$ cat config.mk
export PLATFORM = sky130hd
export DESIGN_NAME = reorder_buffer
export DESIGN_NICKNAME = d
export VERILOG_FILES = /design/src/rtl/reorder_buffer.sv
export SDC_FILE = /design/constraint.sdc
export NUM_CORES = 2
export LEC_CHECK = 0
export BUFFER_PORTS_ARGS = -buffer_cell sky130_fd_sc_hd__buf_2
export CORE_MARGIN = 2
export CORE_UTILIZATION = 55
export DETAILED_ROUTE_END_ITERATION = 10
export HOLD_SLACK_MARGIN = 0.15
export PLACE_DENSITY_LB_ADDON = 0.12
export SLEW_MARGIN = 40
export SYNTH_ARGS = -nofsm -noshare
export SYNTH_HDL_FRONTEND = slang
export SYNTH_SLANG_ARGS = --single-unit
$ cat constraint.sdc
create_clock -name clk -period 5.82 [get_ports clk]
set_clock_uncertainty 0.05 [all_clocks]
set_input_delay 1.164 -clock clk [delete_from_list [all_inputs] [get_ports clk]]
set_output_delay 1.164 -clock clk [all_outputs]
set_load 0.1 [all_outputs]
$ cat src/rtl/reorder_buffer.sv
// ---------------------------------------------------------------------------
// reorder_buffer
//   Sixteen-entry circular reorder buffer sitting between dispatch and the
//   register file. It allocates one entry per issued instruction, announces
//   the rename to the register file, captures CDB results, answers operand
//   queries by ROB position, and retires the head in program order. A
//   mispredicted branch reaching the head commits normally, then flushes the
//   whole window.
//
// Ports
//   clk, rst, rdy       : clock, synchronous active-high reset, global enable
//   issue_*             : dispatch request (rd, store/branch decode)
//   full, issue_ROB_pos : back-pressure and next allocation position
//   update_*            : rename announcement to the register file
//   cdb_*               : result broadcast (value, mispredict, target PC)
//   qN_ROB_pos/ready/val: combinational operand lookups (N = 1, 2)
//   commit_*            : registered in-order retirement
//   flush, flush_pc     : registered mispredict recovery pulse and target
//
// Configuration
//   ROB_CDB_BYPASS_EN : when defined, operand queries also match the live CDB
//                       (priority over stored state); otherwise queries see
//                       stored state only.
// ---------------------------------------------------------------------------
`timescale 1ns/1ps
module reorder_buffer #(
  parameter int unsigned ROB_SIZE = 16,
  parameter int unsigned ROB_W    = 4
) (
  input  logic             clk,
  input  logic             rst,
  input  logic             rdy,
  input  logic             issue_valid,
  input  logic [4:0]       issue_rd,
  input  logic             issue_is_store,
  input  logic             issue_is_branch,
  output logic             full,
  output logic [ROB_W-1:0] issue_ROB_pos,
  output logic             update_valid,
  output logic [ROB_W-1:0] update_ROB_pos,
  output logic [4:0]       update_rd,
  input  logic             cdb_valid,
  input  logic [ROB_W-1:0] cdb_ROB_pos,
  input  logic [31:0]      cdb_val,
  input  logic             cdb_mispredict,
  input  logic [31:0]      cdb_target_pc,
  input  logic [ROB_W-1:0] q1_ROB_pos,
  input  logic [ROB_W-1:0] q2_ROB_pos,
  output logic             q1_ready,
  output logic [31:0]      q1_val,
  output logic             q2_ready,
  output logic [31:0]      q2_val,
  output logic             commit_valid,
  output logic [ROB_W-1:0] commit_ROB_pos,
  output logic [4:0]       commit_rd,
  output logic [31:0]      commit_val,
  output logic             commit_store,
  output logic             flush,
  output logic [31:0]      flush_pc
);

  localparam logic [ROB_W:0]   CountFull = (ROB_W+1)'(ROB_SIZE);
  localparam logic [ROB_W:0]   CountOne  = (ROB_W+1)'(1);
  localparam logic [ROB_W-1:0] PtrOne    = ROB_W'(1);

  // Per-entry control flags
  logic [ROB_SIZE-1:0] r_busy;
  logic [ROB_SIZE-1:0] r_ready;
  logic [ROB_SIZE-1:0] r_is_store;
  logic [ROB_SIZE-1:0] r_is_branch;
  logic [ROB_SIZE-1:0] r_misp;

  // Per-entry data fields (no reset needed: only read behind busy/ready)
  logic [4:0]  r_rd  [ROB_SIZE];
  logic [31:0] r_val [ROB_SIZE];
  logic [31:0] r_tpc [ROB_SIZE];

  logic [ROB_W-1:0] r_head;
  logic [ROB_W-1:0] r_tail;
  logic [ROB_W:0]   r_count;

  logic             r_commit_valid;
  logic [ROB_W-1:0] r_commit_pos;
  logic [4:0]       r_commit_rd;
  logic [31:0]      r_commit_val;
  logic             r_commit_store;
  logic             r_flush;
  logic [31:0]      r_flush_pc;

  logic w_full;
  logic w_issue;
  logic w_cdb_wr;
  logic w_commit;
  logic w_flush_now;

  always_comb begin
    w_full      = (r_count == CountFull);
    // The flush cycle drops both dispatch and CDB: the window was just emptied.
    w_issue     = issue_valid && !w_full && !r_flush;
    w_cdb_wr    = cdb_valid && !r_flush && r_busy[cdb_ROB_pos];
    // Commit decision uses pre-edge state, so a same-cycle CDB to the head
    // only makes it retire on the following edge.
    w_commit    = (r_count != '0) && r_ready[r_head];
    w_flush_now = w_commit && r_is_branch[r_head] && r_misp[r_head];
  end

  assign full           = w_full;
  assign issue_ROB_pos  = r_tail;
  assign update_valid   = w_issue;
  assign update_ROB_pos = r_tail;
  assign update_rd      = issue_rd;

  assign commit_valid   = r_commit_valid;
  assign commit_ROB_pos = r_commit_pos;
  assign commit_rd      = r_commit_rd;
  assign commit_val     = r_commit_val;
  assign commit_store   = r_commit_store;
  assign flush          = r_flush;
  assign flush_pc       = r_flush_pc;

  // Control state, pointers and registered outputs
  always_ff @(posedge clk) begin
    if (rst) begin
      r_busy         <= '0;
      r_ready        <= '0;
      r_is_store     <= '0;
      r_is_branch    <= '0;
      r_misp         <= '0;
      r_head         <= '0;
      r_tail         <= '0;
      r_count        <= '0;
      r_commit_valid <= 1'b0;
      r_commit_pos   <= '0;
      r_commit_rd    <= '0;
      r_commit_val   <= '0;
      r_commit_store <= 1'b0;
      r_flush        <= 1'b0;
      r_flush_pc     <= '0;
    end else if (rdy) begin
      r_commit_valid <= w_commit;
      r_commit_store <= w_commit && r_is_store[r_head];
      r_flush        <= w_flush_now;

      if (w_commit) begin
        r_commit_pos <= r_head;
        // Stores never write rd; branches without a link already carry rd=0.
        r_commit_rd  <= r_is_store[r_head] ? 5'd0 : r_rd[r_head];
        r_commit_val <= r_val[r_head];
      end
      if (w_flush_now) begin
        r_flush_pc <= r_tpc[r_head];
      end

      if (w_cdb_wr) begin
        r_ready[cdb_ROB_pos] <= 1'b1;
        r_misp[cdb_ROB_pos]  <= cdb_mispredict;
      end

      // tail is never busy unless full, so issue cannot collide with the CDB
      if (w_issue) begin
        r_busy[r_tail]      <= 1'b1;
        r_ready[r_tail]     <= issue_is_store;
        r_is_store[r_tail]  <= issue_is_store;
        r_is_branch[r_tail] <= issue_is_branch;
        r_misp[r_tail]      <= 1'b0;
      end

      if (w_commit) begin
        r_busy[r_head] <= 1'b0;
      end

      if (w_flush_now) begin
        r_busy  <= '0;
        r_head  <= '0;
        r_tail  <= '0;
        r_count <= '0;
      end else begin
        if (w_commit) r_head <= r_head + PtrOne;
        if (w_issue)  r_tail <= r_tail + PtrOne;
        case ({w_issue, w_commit})
          2'b10:   r_count <= r_count + CountOne;
          2'b01:   r_count <= r_count - CountOne;
          default: r_count <= r_count;
        endcase
      end
    end
  end

  // Entry payload
  always_ff @(posedge clk) begin
    if (!rst && rdy) begin
      if (w_cdb_wr) begin
        r_val[cdb_ROB_pos] <= cdb_val;
        r_tpc[cdb_ROB_pos] <= cdb_target_pc;
      end
      // Clear payload on allocation so a store retires with a defined value.
      if (w_issue) begin
        r_rd[r_tail]  <= issue_rd;
        r_val[r_tail] <= '0;
        r_tpc[r_tail] <= '0;
      end
    end
  end

  // Operand queries
  always_comb begin
    q1_ready = r_ready[q1_ROB_pos];
    q1_val   = r_val[q1_ROB_pos];
    q2_ready = r_ready[q2_ROB_pos];
    q2_val   = r_val[q2_ROB_pos];
`ifdef ROB_CDB_BYPASS_EN
    if (cdb_valid && (cdb_ROB_pos == q1_ROB_pos)) begin
      q1_ready = 1'b1;
      q1_val   = cdb_val;
    end
    if (cdb_valid && (cdb_ROB_pos == q2_ROB_pos)) begin
      q2_ready = 1'b1;
      q2_val   = cdb_val;
    end
`endif
  end

endmodule

# Word-level counts from Yosys, hierarchy flattened
# Memory sizes are Yosys's and may differ from the RTL's. A register that Yosys moved wholly into a read port is not among the register bits.
# Index checks and enable logic that the tools add are counted.
[classes]
n_bitwise = 6
muxes = 52
n_reduce_logical = 25
n_lt_le_gt_ge = 8
add_sub_neg = 4
eq_ne = 3
[op_table]
columns = ["operator", "count"]
rows = [
  ["$mux 16", 13],
  ["$bwmux 16", 4],
  ["$and 16x16->16", 2],
  ["$not 16->16", 2],
  ["$or 16x16->16", 2],
  ["$bmux 1 s4", 7],
  ["$lt 4x5->1 const B", 5],
  ["$mux 4", 6],
  ["$mux 1", 16],
  ["$demux 1 s4", 3],
  ["$ge 4x1->1 const B", 3],
  ["$logic_and 1x1->1", 12],
  ["$reduce_and 2->1", 6],
  ["$mux 5", 2],
  ["$pmux 5 s2", 1],
  ["$add 4x1->4 const B", 2],
  ["$add 5x1->5 const B", 1],
  ["$eq 5x5->1 const B", 1],
  ["$reduce_bool 5->1", 1],
  ["$sub 5x1->5 const B", 1],
  ["$reduce_bool 2->1", 2],
  ["$logic_not 1->1", 3],
  ["$reduce_bool 3->1", 1],
  ["$eq 2x1->1 const B", 1],
  ["$eq 2x2->1 const B", 1],
]
[word_totals]
output_inout_bits = 157
inputBits = 89
regBits = 105
word_cells = 114
ramBits = 1104
n_memories = 3
[memory_table]
columns = ["memory", "words", "width", "rd", "rd_clocked_by_memory_dff", "wr", "line_no", "rtl"]
rows = [
  ["r_tpc", 16, 32, 1, 1, 2, "76", "logic [31:0] r_tpc [ROB_SIZE];"],
  ["r_val", 16, 32, 3, 1, 2, "75", "logic [31:0] r_val [ROB_SIZE];"],
  ["r_rd", 16, 5, 1, 1, 1, "74", "logic [4:0] r_rd [ROB_SIZE];"],
]

# Longest topological paths before layout
[depth]
word_depth = 11
ltp_mapped = 14

# Least setup slack after synthesis
# Ideal clock, no wire load.
[synth_timing]
kind = "input port to output port"
startpoint = "input q1_ROB_pos[0]"
endpoint = "output q1_ready"
n_path_buf = 3
setup_slack_ns = 1.366
path_stages = 5
t_required_ns = 4.606
arrival_time_ns = 3.240
path_cell_list = "clkbuf_1 -> clkbuf_1 -> buf_2 -> mux4_2 -> mux4_2"
[synth_between]
elab_chain_len = 2
[synth_rtl]
columns = ["item", "line_no", "rtl"]
rows = [
  ["start: declaration", "47", "input logic [ROB_W-1:0] q1_ROB_pos,"],
  ["$bmux 1 s4", "207", "q1_ready = r_ready[q1_ROB_pos];"],
  ["$mux 1 (implied by the code)", "207", ""],
  ["end: declaration", "49", "output logic q1_ready,"],
]
# No other way between the ends. The select of a mux whose other input is x is not followed.

# Final worst setup path
[layout_timing]
startpoint = "input q2_ROB_pos[0]"
endpoint = "output q2_val[4]"
[layout_between]
elab_chain_len = 1
[layout_rtl]
columns = ["item", "line_no", "rtl"]
rows = [
  ["start: declaration", "48", "input logic [ROB_W-1:0] q2_ROB_pos,"],
  ["$mem_v2 16x32", "n/a", ""],
  ["end: declaration", "52", "output logic [31:0] q2_val,"],
]
# No other way between the ends.

==> flow_summary.json <==
{
  "reg2reg_depth": 6,
  "fin_setup_tns_ps": 0,
  "port_buffers": 245,
  "fillers": 9169,
  "wl_um": 227000,
  "whs_endpoint": "commit_ROB_pos[1]",
  "yosys_most_used_dff": "dfxtp_1",
  "worstHoldPathType": "flop to flop",
  "grt_pass1_wl_um": 331000,
  "place_congestion": 0.932,
  "dp.cells": 7596,
  "die_h_um": 338,
  "start_util": 0.554,
  "maxCapViolations": 0,
  "clock-root-buffer": "clkbuf_16",
  "dp_hpwl_um": 128000,
  "peakVddDrop_uv": 326,
  "leakage_nw": 23.3,
  "crit_fanout": 41,
  "period_needed_ps": 4630,
  "async_flop_share": 0,
  "synth_top_area_cell": "dfxtp_1",
  "fin_crit_sh": 0.795,
  "clock-sinks": 1277,
  "final_max_slew_viol_count": 0,
  "whs_path_depth": 2,
  "crit_type": "primary input to output pin",
  "ys_seq_area_frac": 0.430,
  "syn_inst": 6415,
  "avgSynthCellArea_um2": 9.55,
  "post_cts_resize_count": 0,
  "power_density_nw_per_um2": 277,
  "clkLatencyLatePin_ps": 770,
  "arrival_ps": 3410,
  "post_cts_buffers": 0,
  "slew_headroom": 0.361,
  "fin_area_um2": 68300,
  "antenna_found_initial": 19,
  "htree_levels": 4,
  "ys_seq_elements": 1277,
  "crit_path_end_kind": "output pin",
  "grt_pass1_vias": 49500,
  "postPlaceCellArea_um2": 63500,
  "worst_ep_required_time_ps": 4610,
  "fmax_mhz": 216,
  "cts_buffers": 139,
  "cts_tree": "built",
  "synth.distinct_cells": 55,
  "instances_no_fill": 7857,
  "track_usage": 0.395,
  "yosysWarnings": 0,
  "synth_edf_count": 80,
  "vias": 52600,
  "grt_overflow": 0,
  "wire_per_inst_um": 28.8,
  "grt_start_max_net_pins": 127,
  "fp.dieW_um": 338,
  "r2r_slack_ps": 2190,
  "setup_viol": 0,
  "drive_above_1_share": 0.211,
  "drc": 0,
  "rows": 122,
  "viasPerCell": 6.70,
  "dr.first_iter.drc_count": 8050,
  "tightest_slew_ps": 959,
  "synth_area_leaders": "dfxtp_1, mux4_2, nand2_1",
  "syn_nets": 6514,
  "cts_hold_repair.buffers": 0,
  "rsz0062_at_grt": "no",
  "worstHoldStart": "commit_ROB_pos[1]",
  "final_antenna_net_count": 0,
  "die_area_um2": 114000,
  "io_pins": 246,
  "finalHoldViolCount": 0,
  "drt_first_pass_iters": 6,
  "clkTransAtPathRegs_ps": 60,
  "core_um2": 111000,
  "synthesis.area_um2": 61200,
  "synth_top_area_share": 0.391,
  "critPathLaunchType": "primary input",
  "clockBufferDepth": 3,
  "outcome": "finished clean",
  "areaGrowthSynthToFinish_pct": 11.5,
  "timing.rr.end": "r_val[0][3]",
  "final_nets": 6350,
  "r2r_start": "flush"
}
-- synth_stat cells, types with 2 or more instances --
| cell type | number |
|---|---|
| buf_1 | 66 |
| and3_1 | 11 |
| or3_1 | 2 |
| mux2i_1 | 49 |
| nand3b_1 | 2 |
| o21ai_0 | 42 |
| ha_1 | 10 |
| buf_6 | 5 |
| a21oi_1 | 1119 |
| edfxtp_1 | 80 |
| a32oi_1 | 14 |
| nand2_1 | 2212 |
| clkbuf_1 | 466 |
| a22oi_1 | 10 |
| xnor2_1 | 3 |
| buf_4 | 16 |
| nand4_1 | 6 |
| a311oi_1 | 2 |
| xor2_1 | 2 |
| o21a_1 | 2 |
| a31oi_1 | 3 |
| and2_1 | 6 |
| nor3_1 | 8 |
| nand3_1 | 51 |
| mux4_2 | 684 |
| nor2_4 | 4 |
| o32ai_1 | 6 |
| a211oi_1 | 20 |
| nor2b_1 | 3 |
| a21boi_0 | 3 |
| buf_2 | 121 |
| inv_1 | 23 |
| and3b_1 | 5 |
| nor2_1 | 118 |
| or2_2 | 6 |
| nand2b_1 | 9 |
| dfxtp_1 | 1197 |
| a221oi_1 | 12 |
-- state kept, by name, summed over array words and instances (netlist names), 16 cells and up, named ones only --
| signal | count |
|---|---|
| r_misp | 16 |
| commit_val | 32 |
| r_val | 512 |
| r_tpc | 512 |
| r_is_branch | 16 |
| flush_pc | 32 |
| r_busy | 16 |
| r_ready | 16 |
| r_is_store | 16 |
| r_rd | 80 |
-- logic make-up (layout without fill, tap and decap cells) --
| family | after synthesis | after routing | share of synthesized area |
|---|---|---|---|
| compound gates | 1240 | 1240 | 0.105 |
| xor+xnor | 5 | 5 | 0.000715 |
| fa+ha+maj | 10 | 10 | 0.00204 |
| buf+inv | 697 | 643 | 0.0468 |
| flops | 1277 | 1277 | 0.430 |
| mux | 733 | 733 | 0.260 |
| other cells | 0 | 8 | 0 |
| simple gates | 2453 | 2453 | 0.155 |
-- stage by stage --
stage	setup slack (ps)	hold slack, ps	total power [W]	utilization
2_1_floorplan	1370	382	0.00960	-
3_3_place_gp	1250	388	0.00979	0.572
3_5_place_dp	1190	393	0.00980	0.574
4_1_cts	1190	401	0.0189	0.617
5_1_grt	1110	416	0.0193	0.618
6_report	1190	400	0.0189	0.618
-- layout make-up --
class                   count  area, um^2  share of cell area
flip-flops and latches   1277       26400               0.386
diodes                      8        20.0            0.000293
clock inverters            53         734              0.0108
inverters                  23        86.3             0.00126
multi-input cells        4441       32400               0.475
repair buffers            369        2770              0.0406
clock buffers             198        4020              0.0588
well taps                1488        1860              0.0273
-- critical path: stages --
cell    delay [ps]
buf_8          400
buf_12         360
mux4_2         550
mux4_2         530
buf_2          320
-- how the worst max path moves through the flow --
stage | from | endpoint
2_1_floorplan | q1_ROB_pos[0] | q1_ready
3_3_place_gp | q2_ROB_pos[0] | q2_val[4]
3_5_place_dp | q2_ROB_pos[0] | q2_val[4]
4_1_cts | q2_ROB_pos[0] | q2_val[4]
5_1_grt | q2_ROB_pos[0] | q2_val[4]
6_report | q2_ROB_pos[0] | q2_val[4]
-- power by group --
part           switching [W]  internal [W]
registers          0.0000312       0.00886
clock network        0.00379       0.00552
logic               0.000499      0.000231
total                0.00432        0.0146
-- cells in the final DEF (no fill, tap or decap), types with 5 or more instances in the layout --
cell type | netlist | final
a221oi_1 | 12 | 12
o32ai_1 | 6 | 6
clkbuf_1 | 466 | 32
a211oi_1 | 20 | 20
and3_1 | 11 | 10
nor2_1 | 118 | 88
nor3_1 | 8 | 8
nor2_4 | 4 | 32
or2_2 | 6 | 6
clkbuf_8 | 0 | 23
edfxtp_1 | 80 | 80
and3b_1 | 5 | 5
diode_2 | 0 | 8
nand2_1 | 2212 | 2196
clkinv_2 | 0 | 15
clkbuf_16 | 0 | 143
bufinv_16 | 0 | 16
buf_6 | 5 | 12
mux2i_1 | 49 | 49
a32oi_1 | 14 | 14
nand3_1 | 51 | 51
nand2b_1 | 9 | 8
and2_1 | 6 | 6
inv_6 | 0 | 7
buf_2 | 121 | 238
buf_12 | 0 | 36
dfxtp_1 | 1197 | 1192
clkinvlp_4 | 0 | 7
nand4_1 | 6 | 6
inv_1 | 23 | 23
ha_1 | 10 | 10
a22oi_1 | 10 | 10
nand2_4 | 0 | 11
buf_4 | 16 | 76
nand2_8 | 0 | 5
a21oi_1 | 1119 | 1117
mux4_2 | 684 | 684
o21ai_0 | 42 | 42
-- metal layers --
metal  vias up  wire, um  share of wire  track usage
met5         -       142        0.00063            0
met4        24     10600          0.047        0.175
met1     25700     83900           0.37        0.534
li1      22100         -              -            -
met2      3952    101000           0.44        0.592
met3       757     31200           0.14        0.112
Power figures use the tool's default switching activity.
